--- config.mk ---
export PLATFORM = sky130hd
export DESIGN_NAME = ram_stream_reader_flat
export DESIGN_NICKNAME = d
export VERILOG_FILES = /design/src/rtl/ram_stream_reader_if.sv /design/src/rtl/ram_stream_reader.sv /design/src/flat_wrapper.sv
export SDC_FILE = /design/constraint.sdc
export NUM_CORES = 1
export LEC_CHECK = 0
export BUFFER_PORTS_ARGS = -buffer_cell sky130_fd_sc_hd__buf_2
export CORE_ASPECT_RATIO = 1.25
export CORE_MARGIN = 5
export CORE_UTILIZATION = 38
export CTS_CLUSTER_DIAMETER = 200
export CTS_CLUSTER_SIZE = 24
export DETAILED_ROUTE_END_ITERATION = 16
export GPL_ROUTABILITY_DRIVEN = 0
export SLEW_MARGIN = 20
export SYNTH_ARGS = -nofsm -noshare
export SYNTH_HDL_FRONTEND = slang
export SYNTH_SLANG_ARGS = --single-unit
--- constraint.sdc ---
create_clock -name clk -period 2.8 [get_ports clk]
set_input_delay 0.28 -clock clk [delete_from_list [all_inputs] [get_ports clk]]
set_output_delay 0.28 -clock clk [all_outputs]
set_load 0.01 [all_outputs]
--- src/rtl/ram_stream_reader_if.sv ---
// Byte stream interface: valid/ready handshake plus an end-of-burst tag.
// The master drives valid/data/last and the slave drives ready.
interface ram_stream_reader_if;
  logic       valid;
  logic [7:0] data;
  logic       last;
  logic       ready;

  modport master (output valid, output data, output last, input ready);
  modport slave  (input valid, input data, input last, output ready);
endinterface

--- src/rtl/ram_stream_reader.sv ---
// ram_stream_reader: reads a burst of bytes from one read-only port of the
// 8-bit dual-port RAM and emits them as a valid/ready stream.
//
// A 2-entry skid FIFO absorbs the 1-cycle RAM read latency. When the FIFO is
// empty the byte arriving from the RAM is presented directly (bypass), which
// gives start -> ram_en -> m.valid latencies of one cycle each and a sustained
// rate of one byte per cycle. Reads are throttled so that reads in flight plus
// bytes held never exceed 2, so backpressure never drops or re-reads a byte.
//
// Optional feature (macro READER_CSUM_EN): when defined, csum is the sum mod
// 256 of every handshaked byte of the current/last burst; when undefined the
// accumulator is not built and csum reads 8'h00.
module ram_stream_reader #(
  parameter int DP = 512,
  parameter int AW = $clog2(DP) - 1
) (
  input  logic                clk,
  input  logic                rst,
  input  logic                start,
  input  logic [AW:0]         base_addr,
  input  logic [AW+1:0]       len,
  output logic                busy,
  output logic                done,
  output logic                ram_en,
  output logic [AW:0]         ram_addr,
  input  logic [7:0]          ram_dout,
  ram_stream_reader_if.master m,
  output logic [7:0]          csum
);

  typedef enum logic [1:0] {
    IDLE,
    RUN,
    DONE_ST
  } state_t;

  localparam logic [AW:0]   LAST_ADDR = (AW+1)'(DP - 1);
  localparam logic [AW+1:0] CNT_ONE   = (AW+2)'(1);

  state_t        state_q, state_d;

  logic [AW:0]   addr_q;
  logic [AW+1:0] issue_cnt_q;

  // Read issued last cycle: its data is on ram_dout this cycle.
  logic          inflight_q;
  logic          inflight_last_q;

  // Skid FIFO: 2 entries of {last tag, byte}.
  logic [7:0]    fifo_data [2];
  logic          fifo_last [2];
  logic          wr_ptr_q, rd_ptr_q;
  logic [1:0]    count_q;

  logic          accept;
  logic          fifo_empty;
  logic          handshake;
  logic          push;
  logic          pop;
  logic [1:0]    occupancy;

  // Stream head selection, handshake and FIFO push/pop decisions.
  // NOTE: combinational blocks use blocking '=' so later statements see the
  // values just computed; registers below use '<=' so every flop samples the
  // pre-edge values regardless of statement order.
  always_comb begin
    fifo_empty = (count_q == 2'd0);
    accept     = (state_q == IDLE) && start;
    occupancy  = 2'(inflight_q) + count_q;

    if (!fifo_empty) begin
      m.valid = 1'b1;
      m.data  = fifo_data[rd_ptr_q];
      m.last  = fifo_last[rd_ptr_q];
    end else begin
      m.valid = inflight_q;
      m.data  = inflight_q ? ram_dout : 8'h00;
      m.last  = inflight_q & inflight_last_q;
    end

    handshake = m.valid && m.ready;
    // An arriving byte bypasses the FIFO only if it is the head and is taken.
    push      = inflight_q && !(fifo_empty && handshake);
    pop       = handshake && !fifo_empty;
  end

  // FSM state register.
  always_ff @(posedge clk) begin
    if (rst) begin
      state_q <= IDLE;
    end else begin
      state_q <= state_d;
    end
  end

  // FSM next-state and control outputs.
  // NOTE: every output gets a default before the case so no path leaves a
  // value unassigned, which would otherwise infer a latch.
  always_comb begin
    state_d = state_q;
    busy    = 1'b0;
    done    = 1'b0;
    ram_en  = 1'b0;

    case (state_q)
      IDLE: begin
        if (start) begin
          state_d = (len != '0) ? RUN : DONE_ST;
        end
      end
      RUN: begin
        busy   = 1'b1;
        ram_en = (issue_cnt_q != '0) && (occupancy < 2'd2);
        if (handshake && m.last) begin
          state_d = DONE_ST;
        end
      end
      DONE_ST: begin
        done    = 1'b1;
        state_d = IDLE;
      end
      default: begin
        state_d = IDLE;
      end
    endcase
  end

  assign ram_addr = addr_q;

  // Read address / remaining-read counter and the in-flight read tracker.
  always_ff @(posedge clk) begin
    if (rst) begin
      addr_q          <= '0;
      issue_cnt_q     <= '0;
      inflight_q      <= 1'b0;
      inflight_last_q <= 1'b0;
    end else begin
      inflight_q      <= ram_en;
      inflight_last_q <= ram_en && (issue_cnt_q == CNT_ONE);
      if (accept && (len != '0)) begin
        addr_q      <= base_addr;
        issue_cnt_q <= len;
      end else if (ram_en) begin
        addr_q      <= (addr_q == LAST_ADDR) ? '0 : addr_q + 1'b1;
        issue_cnt_q <= issue_cnt_q - 1'b1;
      end
    end
  end

  // Skid FIFO storage: captures the RAM byte and its last tag.
  // NOTE: the storage array is deliberately not reset; an entry is only ever
  // read while count_q says it holds a written byte, and the pointers/count
  // below are reset.
  always_ff @(posedge clk) begin
    if (push) begin
      fifo_data[wr_ptr_q] <= ram_dout;
      fifo_last[wr_ptr_q] <= inflight_last_q;
    end
  end

  // Skid FIFO pointers and occupancy; simultaneous push and pop keep count.
  always_ff @(posedge clk) begin
    if (rst) begin
      wr_ptr_q <= 1'b0;
      rd_ptr_q <= 1'b0;
      count_q  <= 2'd0;
    end else begin
      if (push) begin
        wr_ptr_q <= ~wr_ptr_q;
      end
      if (pop) begin
        rd_ptr_q <= ~rd_ptr_q;
      end
      case ({push, pop})
        2'b10:   count_q <= count_q + 2'd1;
        2'b01:   count_q <= count_q - 2'd1;
        default: count_q <= count_q;
      endcase
    end
  end

`ifdef READER_CSUM_EN
  logic [7:0] csum_q;

  // Checksum: cleared on an accepted start, accumulates every accepted beat,
  // and therefore holds its value from the done pulse to the next start.
  always_ff @(posedge clk) begin
    if (rst) begin
      csum_q <= 8'h00;
    end else if (accept) begin
      csum_q <= 8'h00;
    end else if (handshake) begin
      csum_q <= csum_q + m.data;
    end
  end

  assign csum = csum_q;
`else
  assign csum = 8'h00;
`endif

endmodule

--- src/flat_wrapper.sv ---
// flat-port wrapper written by rule: the top's interface ports become plain ports
module ram_stream_reader_flat 
#(
  parameter int DP = 512,
  parameter int AW = $clog2(DP) - 1
)
  (clk, rst, start, base_addr, len, busy, done, ram_en, ram_addr, ram_dout, csum, m_valid, m_data, m_last, m_ready);
  ram_stream_reader_if m_i ();
  input  logic clk;
  input  logic rst;
  input  logic start;
  input  logic [AW:0] base_addr;
  input  logic [AW+1:0] len;
  output logic busy;
  output logic done;
  output logic ram_en;
  output logic [AW:0] ram_addr;
  input  logic [7:0] ram_dout;
  output logic [7:0] csum;
  output wire logic [$bits(m_i.valid)-1:0] m_valid;
  output wire logic [$bits(m_i.data)-1:0] m_data;
  output wire logic [$bits(m_i.last)-1:0] m_last;
  input wire logic [$bits(m_i.ready)-1:0] m_ready;
  assign m_valid = m_i.valid;
  assign m_data = m_i.data;
  assign m_last = m_i.last;
  assign m_i.ready = m_ready;
  ram_stream_reader #(.DP(DP), .AW(AW)) u_core (.clk(clk), .rst(rst), .start(start), .base_addr(base_addr), .len(len), .busy(busy), .done(done), .ram_en(ram_en), .ram_addr(ram_addr), .ram_dout(ram_dout), .m(m_i), .csum(csum));
endmodule
==> metrics.yaml, run 1 <==
rows: 32
syn_to_final_growth_pct: 17.3
drt_iter0_drc: 86
fin_hold_ws_ns: 0.183
regArea_um2: 1100
critPathLaunchType: "flop"
synth_xor_area_frac: 0.0368
p_per_area_nw_per_um2: 646
p_sw_mw: 0.590
stdcell_area_um2: 2790
synthesis.instances: 250
path_clk_slew_ns: 0.10
wl_per_cell_um: 14.8
rsz0062_at_grt: "false"
cts_resized: 0
multi_input_area_um2: 1170
postPlaceCellArea_um2: 2680
start_util: 0.389
grt_pass1_wl_um: 9190
critPathRequiredTime_ns: 2.52
grt_antenna_before_repair: 0
clkPwrFrac: 0.283
crit_type: "reg2out"
seq_area_frac_synth: 0.462
tns_ns: 0
grt_max_degree: 29
via_count: 2040
postCtsSetupBuffers: 0
fin_util: 0.456
cap_violations: 0
wirelength_um: 5730
portBuffers: 52
die_y_um: 98.5
pwr-share-comb: 0.259
most-common-layout-cells: "buf_2, dfxtp_1, nor2_1, nand2_1, edfxtp_1"
setup_violations: 0
dr.pass1.iters: 4
antenna_cells: 0
clock_sinks: 46
numCtsBuffers: 5
async_flop_share: 0
die_w_um: 80.8
period_share: 0.946
layout_setup_ws_ns: 0.150
slowest_stage: "or4_4"
insertion_delay_ns: 0.31
final.setup_skew_ns: 0.0104
layout-drive-gt1-share: 0.229
hpwl_um: 4250
clockBufferDepth: 2
max_freq_ghz: 0.377
layout_commonest_cell: "buf_2"
ios: 61
fillers: 601
ys.flop_type: "dfxtp_1"
dpl.cell_count: 378
intPower_mw: 1.21
irDropWorstVdd_v: 0.000257
cp-end-kind: "output pin"
cts_root_buf: "clkbuf_8"
synth_area_per_cell_um2: 9.52
die_area_um2: 7960
synth_cell_types: 45
max_stage_delay_ns: 0.52
synth_seq_cells: 46
seqPwrFrac: 0.458
worst_pin_slew_ns: 0.779
leakagePower_nw: 1.08
cp_cell_sequence: "inv_1 -> ha_1 -> or4b_4 -> or4_4 -> nand2_4 -> inv_2 -> buf_2"
muxShareOfSynthArea: 0.0420
netlist_area_um2: 2380
grt.total_usage: 0.145
cts_tree: "done"
p_sw_frac: 0.327
status: "finished clean"
h-tree-depth: 2
synth_edf_count: 18
cts_hold_buf: 0
critical_path_peak_fanout: 10
hp-class: "in2reg"
cp.arrival_ns: 2.37
relSlewSlack: 0.476
dp_slack_ns: 0.440
drv_slew: 0
overflow: 0
final_cells: 386
coreArea_um2: 6130
synth_compound_area_frac: 0.168
grt_pass1_vias: 1862
drcViolationCount: 0
finalPower_mw: 1.80
synth_fa_ha_area_frac: 0.0263
synth_top_family_by_area: "simple AND/OR/NAND/NOR gates"
antenna_left: 0
finalHoldViolations: 0
synth-simple-area-share: 0.207
period_needed_ns: 2.65
via_per_inst: 5.28
ys_warn_count: 0
layout.nets: 336
-- state kept, by name, summed over array words and instances, names as in the netlist, named ones only --
name                    flops
u_core.fifo_data           16
u_core.issue_cnt_q         10
u_core.ram_addr             9
u_core.count_q              2
u_core.fifo_last            2
u_core.state_q              2
u_core.inflight_last_q      1
u_core.inflight_q           1
u_core.rd_ptr_q             1
u_core.wr_ptr_q             1
-- critical path, delay by kind of cell (launching register included) --
family                     cells  cell delay, ns
DFF                            1            0.36
buffers and inverters          3            0.34
adders and majority gates      1            0.17
and+or+nand+nor                3            1.18
-- kinds of logic (layout without fill, tap and decap cells) --
| group | count (synthesis) | count (layout) |
|---|---|---|
| AOI/OAI and AO/OA | 60 | 60 |
| and+or+nand+nor | 94 | 94 |
| DFF | 46 | 46 |
| other | 1 | 8 |
| buffers and inverters | 24 | 68 |
| muxes | 10 | 10 |
| adders and majority gates | 5 | 5 |
| xor gates and xnor gates | 10 | 10 |
-- power groups by stage --
| stage | Combinational (mW) | Clock (mW) | Sequential [mW] |
|---|---|---|---|
| detailed placement | 0.468 | 0 | 0.840 |
| CTS | 0.470 | 0.521 | 0.826 |
| finish | 0.467 | 0.511 | 0.825 |
| global route | 0.521 | 0.553 | 0.836 |
| global placement | 0.463 | 0 | 0.839 |
| floorplan | 0.357 | 0 | 0.813 |
-- synthesized netlist by cell type (4+ instances only) --
library cell / count / area [um2]
nand2_1: 21 / 78.8
a31oi_1: 6 / 37.5
clkbuf_1: 9 / 33.8
inv_1: 4 / 15.0
or3_1: 6 / 37.5
dfxtp_1: 28 / 561
buf_4: 8 / 60.1
mux2i_1: 10 / 100
xnor2_1: 8 / 70.1
a21oi_1: 15 / 75.1
nor2_1: 22 / 82.6
a22oi_1: 9 / 67.6
nor4_1: 5 / 31.3
ha_1: 5 / 62.6
o21ai_0: 14 / 70.1
edfxtp_1: 18 / 541
nand3_1: 16 / 80.1
and4_1: 4 / 35.0
nor3_1: 4 / 20.0
-- worst paths after layout --
kind,end,cells past startpoint,startpoint,slack (ns)
min reg2reg,u_core.fifo_last[1]$_DFFE_PP_,0,u_core.inflight_last_q$_SDFF_PP0_,0.48
max,ram_en,7,u_core.issue_cnt_q[0]$_SDFFE_PP0P_,0.15
max reg2reg,u_core.issue_cnt_q[7]$_SDFFE_PP0P_,7,u_core.issue_cnt_q[0]$_SDFFE_PP0P_,0.47
min,u_core.fifo_data[1][7]$_DFFE_PP_,1,ram_dout[7],0.18
-- per-layer routing --
layer	wire, um	track usage	vias up	share of wire
met2	2810	0.237	66	0.49
met4	139	0.0598	0	0.024
met1	2450	0.185	959	0.43
met3	327	0.0274	10	0.057
met5	0	0	-	0
li1	-	-	1005	-
-- area by class of cell --
type | instances | share of cell area
repair buffers | 55 | 0.101
clock inverters | 3 | 0.0157
multi-input cells | 187 | 0.419
flip-flops and latches | 46 | 0.394
clock buffers | 5 | 0.0246
inverters | 5 | 0.00672
well taps | 85 | 0.0381
Note: power is estimated with default switching activity, not from simulation.
==> run 2, diff against run 1 <==
Settings changed: ABC_AREA set to 1, CELL_PAD_IN_SITES_DETAIL_PLACEMENT set to 1, CELL_PAD_IN_SITES_GLOBAL_PLACEMENT set to 2, CORE_UTILIZATION 38 to 30, HOLD_SLACK_MARGIN set to 0.06, PLACE_DENSITY_LB_ADDON set to 0.1.
==> metrics.yaml, run 2 <==
status: "finished clean"
irDropWorstVdd_v: 0.000204
stdcell_area_um2: 3090
netlist.area_leader.share: 0.212
via_count: 2491
ys_warn_count: 0
fillers: 1143
seq_area_frac_synth: 0.417
crit_type: "reg2out"
cts_hold_buf: 0
finalPower_mw: 1.92
final.setup_skew_ns: 0.0117
synthesis.instances: 359
portBuffers: 52
tns_ns: 0
grt_pass1_wl_um: 12600
critical_path_peak_fanout: 8
synth_top_cell_by_area: "dfxtp_1"
p_per_area_nw_per_um2: 622
via_per_inst: 4.69
ys.flop_type: "dfxtp_1"
synth_area_per_cell_um2: 7.35
coreArea_um2: 8650
die_area_um2: 10800
path_clk_slew_ns: 0.10
die_w_um: 93.9
postPlaceCellArea_um2: 2980
antenna_cells: 0
period_share: 0.770
leakagePower_nw: 1.40
overflow: 0
cts_resized: 0
synth_edf_count: 18
max_freq_ghz: 0.464
rows: 38
grt_pass1_vias: 2614
drv_slew: 0
clock_sinks: 46
synth_cell_types: 29
cp.arrival_ns: 1.88
synth_common_cells: "nor2_1, nand2_1, nand3_1"
largest_register: "u_core.fifo_data"
max_stage_delay_ns: 0.35
cp_cell_sequence: "inv_1 -> ha_1 -> nand2_2 -> nor2_4 -> nand2_4 -> nand2_4 -> inv_1 -> buf_2"
antenna_left: 0
syn_to_final_growth_pct: 16.9
numCtsBuffers: 5
async_flop_share: 0
dpl.cell_count: 523
rsz0062_at_grt: "false"
cts_root_buf: "clkbuf_8"
synth.area.top_cells: "dfxtp_1, edfxtp_1, nand3_1, nor2_1, nand2_1"
layout_commonest_cell: "nor2_1"
cts_tree: "done"
cp-end-kind: "output pin"
largest_reg_flops: 16
period_needed_ns: 2.16
synth_most_common_cell: "nor2_1"
grt_antenna_before_repair: 0
cap_violations: 0
finalHoldViolations: 0
netlist_area_um2: 2640
critPathRequiredTime_ns: 2.52
grt_max_degree: 21
postCtsSetupBuffers: 0
ios: 61
fin_util: 0.357
relSlewSlack: 0.439
drt_iter0_drc: 61
setup_violations: 0
final_cells: 531
worst_pin_slew_ns: 0.839
reg2reg_slack_ns: 0.73
start_util: 0.305
hpwl_um: 6070
most-common-layout-cells: "nor2_1, nand2_1, buf_2, nand3_1, inv_1"
drcViolationCount: 0
wl_per_cell_um: 14.6
layout.nets: 446
layout-drive-gt1-share: 0.207
clockBufferDepth: 2
slowest_stage: "dfxtp_1"
dr.pass1.iters: 4
die_y_um: 115
synth_seq_cells: 46
wirelength_um: 7770
h-tree-depth: 2
grt.total_usage: 0.147
critPathLaunchType: "flop"
insertion_delay_ns: 0.30
hp-class: "in2reg"
## run 2: changes by cell type after synthesis, sizes merged, moves of 5 or more
| cell | previous run | this run |
|---|---|---|
| buf | 10 | 15 |
| a31oi | 7 | 0 |
| nand2 | 22 | 68 |
| mux2i | 10 | 0 |
| xnor2 | 8 | 0 |
| nor2 | 22 | 69 |
| nand3 | 16 | 47 |
| nor4 | 5 | 0 |
| or3 | 6 | 0 |
| inv | 5 | 36 |
| a21oi | 16 | 21 |
| clkbuf | 9 | 2 |
| a22oi | 9 | 0 |
| o21ai | 15 | 36 |
## run 2: worst paths after layout
path,start,end,depth (start not counted)
max reg2reg,u_core.inflight_q$_SDFF_PP0_,u_core.fifo_data[1][4]$_DFFE_PP_,4
min,ram_dout[3],u_core.fifo_data[0][3]$_DFFE_PP_,1
max,u_core.issue_cnt_q[0]$_SDFFE_PP0P_,ram_en,8
min reg2reg,u_core.rd_ptr_q$_SDFFE_PP0P_,flop,1
## run 2: routing by layer
metal / routed length [um] / track usage / part of all wire
met1: 3320 / 0.171 / 0.43
met2: 4150 / 0.282 / 0.53
met3: 240 / 0.0203 / 0.031
met4: 63 / 0.0356 / 0.0081
met5: 0 / 0 / 0
## run 2: cell type report
cell class	count	area, um2	share of cell area
flip-flops and latches	46	1100	0.357
repair buffers	54	275	0.0892
clock buffers	6	72.6	0.0235
well taps	120	150	0.0487
clock inverters	2	37.5	0.0122
inverters	37	140	0.0454
multi-input cells	266	1310	0.424
## run 2: power by group
group	internal [mW]	total [mW]	switching, mW
logic	0.211	0.600	0.389
registers	0.751	0.815	0.0636
clock network	0.267	0.505	0.239
## run 2: cell families (layout without fill, tap and decap cells)
group,after synthesis,count (layout),synth area share
other cells,1,8,0.00142
flops,46,46,0.417
fa+ha+maj,5,5,0.0237
compound gates,57,57,0.112
buf+inv,54,99,0.0967
xor+xnor,2,2,0.00664
simple gates,194,194,0.342
## run 2: stage by stage
stage,setup slack [ns],hold WS (ns)
after global routing,0.470,0.182
after CTS,0.608,0.184
after global placement,0.635,0.436
final,0.643,0.187
after detailed placement,0.670,0.447
after floorplan,1.07,0.379
## run 2: worst max-delay path, delay by kind of cell, from the launching register on
family	cells	cell delay, ns
adder cells (fa/ha/maj)	1	0.28
buffers and inverters	3	0.44
flip-flops	1	0.35
AND/OR/NAND/NOR	4	0.50
==> run 3, diff against run 2 <==
Clock period 2.8 ns to 2.1 ns, I/O delays scaled along.
==> metrics.yaml, run 3 (same netlist as run 2, synthesis figures left out) <==
stdcell_area_um2: 3190
postPlaceCellArea_um2: 3060
reg2reg_slack_ns: 0.29
most-common-layout-cells: "nor2_1, nand2_1, buf_2, nand3_1, inv_1"
drt_iter0_drc: 90
seqPwrFrac: 0.415
die_area_um2: 10800
cp-end-kind: "output pin"
layout_commonest_cell: "nor2_1"
hpwl_um: 6040
max_freq_ghz: 0.523
tns_ns: 0
postCtsSetupBuffers: 0
rsz0062_at_grt: "false"
via_count: 2502
finalPower_mw: 2.59
critPathRequiredTime_ns: 1.89
setup_violations: 0
coreArea_um2: 8650
fin_hold_ws_ns: 0.119
pwr-share-comb: 0.326
drv_slew: 0
die_w_um: 93.9
cp.arrival_ns: 1.70
grt.total_usage: 0.153
cts_root_buf: "clkbuf_8"
cts_hold_buf: 0
via_per_inst: 4.62
intPower_mw: 1.67
wirelength_um: 7840
rows: 38
layout-drive-gt1-share: 0.239
r2r_cells: 13
die_y_um: 115
r2r-start: "u_core.ram_addr[0]$_SDFFE_PP0P_"
crit_type: "reg2out"
layout_setup_ws_ns: 0.189
grt_antenna_before_repair: 0
start_util: 0.305
overflow: 0
clockBufferDepth: 2
clkPwrFrac: 0.258
p_sw_mw: 0.923
p_per_area_nw_per_um2: 813
dp_slack_ns: 0.214
grt_pass1_wl_um: 13000
finalHoldViolations: 0
period_share: 0.910
cts_tree: "done"
cp-startpoint: "u_core.issue_cnt_q[0]$_SDFFE_PP0P_"
leakagePower_nw: 1.45
grt_pass1_vias: 2658
portBuffers: 52
antenna_cells: 0
critical_path_peak_fanout: 8
layout.nets: 457
grt_max_degree: 20
final.setup_skew_ns: 0.00930
hold_path.startpoint: "ram_dout[5]"
largest_reg_flops: 16
reg2reg_to: "u_core.ram_addr[2]$_SDFFE_PP0P_"
p_sw_frac: 0.356
final_cells: 542
antenna_left: 0
dpl.cell_count: 534
clock_sinks: 46
hp-class: "in2reg"
critPathLaunchType: "flop"
path_clk_slew_ns: 0.09
cp-endpoint: "ram_en"
drcViolationCount: 0
fin_util: 0.368
dr.pass1.iters: 4
ios: 61
syn_to_final_growth_pct: 20.7
largest_register: "u_core.fifo_data"
period_needed_ns: 1.91
status: "finished clean"
insertion_delay_ns: 0.30
wl_per_cell_um: 14.5
h-tree-depth: 2
cap_violations: 0
numCtsBuffers: 5
irDropWorstVdd_v: 0.000477
cts_resized: 0
## run 3: worst max-delay path: stages, from the launching register on
cell and delay [ns]:
dfxtp_1 0.35, inv_2 0.11, ha_4 0.17, nand2_2 0.08, nor2_4 0.14, nand2_4 0.12
nand2_4 0.14, inv_1 0.12, buf_2 0.16
## run 3: how the worst min path moves through the flow
stage                                       endpoint  depth (start not counted)
finish              u_core.fifo_data[0][5]$_DFFE_PP_                          1
detailed placement  u_core.fifo_data[0][4]$_DFFE_PP_                          1
floorplan           u_core.fifo_data[0][0]$_DFFE_PP_                          0
global route        u_core.fifo_data[1][1]$_DFFE_PP_                          1
CTS                 u_core.fifo_data[1][1]$_DFFE_PP_                          1
global placement    u_core.fifo_data[0][1]$_DFFE_PP_                          1
## run 3: layer usage
layer,track usage,part of all wire
met3,0.0236,0.029
met2,0.282,0.53
met5,0,0
met1,0.182,0.43
met4,0.0434,0.017
## run 3: area by class of cell
class | instances | area (um2)
clock buffers | 6 | 72.6
fillers | 1122 | 5470
multi-input cells | 266 | 1320
well taps | 120 | 150
inverters | 37 | 140
repair buffers | 65 | 358
clock inverters | 2 | 37.5
flip-flops and latches | 46 | 1100
## run 3: power groups by stage
stage | Combinational (mW) | Clock (mW) | Sequential (mW)
floorplan | 0.582 | 0 | 1.09
global placement | 0.843 | 0 | 1.09
detailed placement | 0.849 | 0 | 1.10
CTS | 0.855 | 0.694 | 1.08
global route | 0.969 | 0.731 | 1.09
finish | 0.846 | 0.670 | 1.08
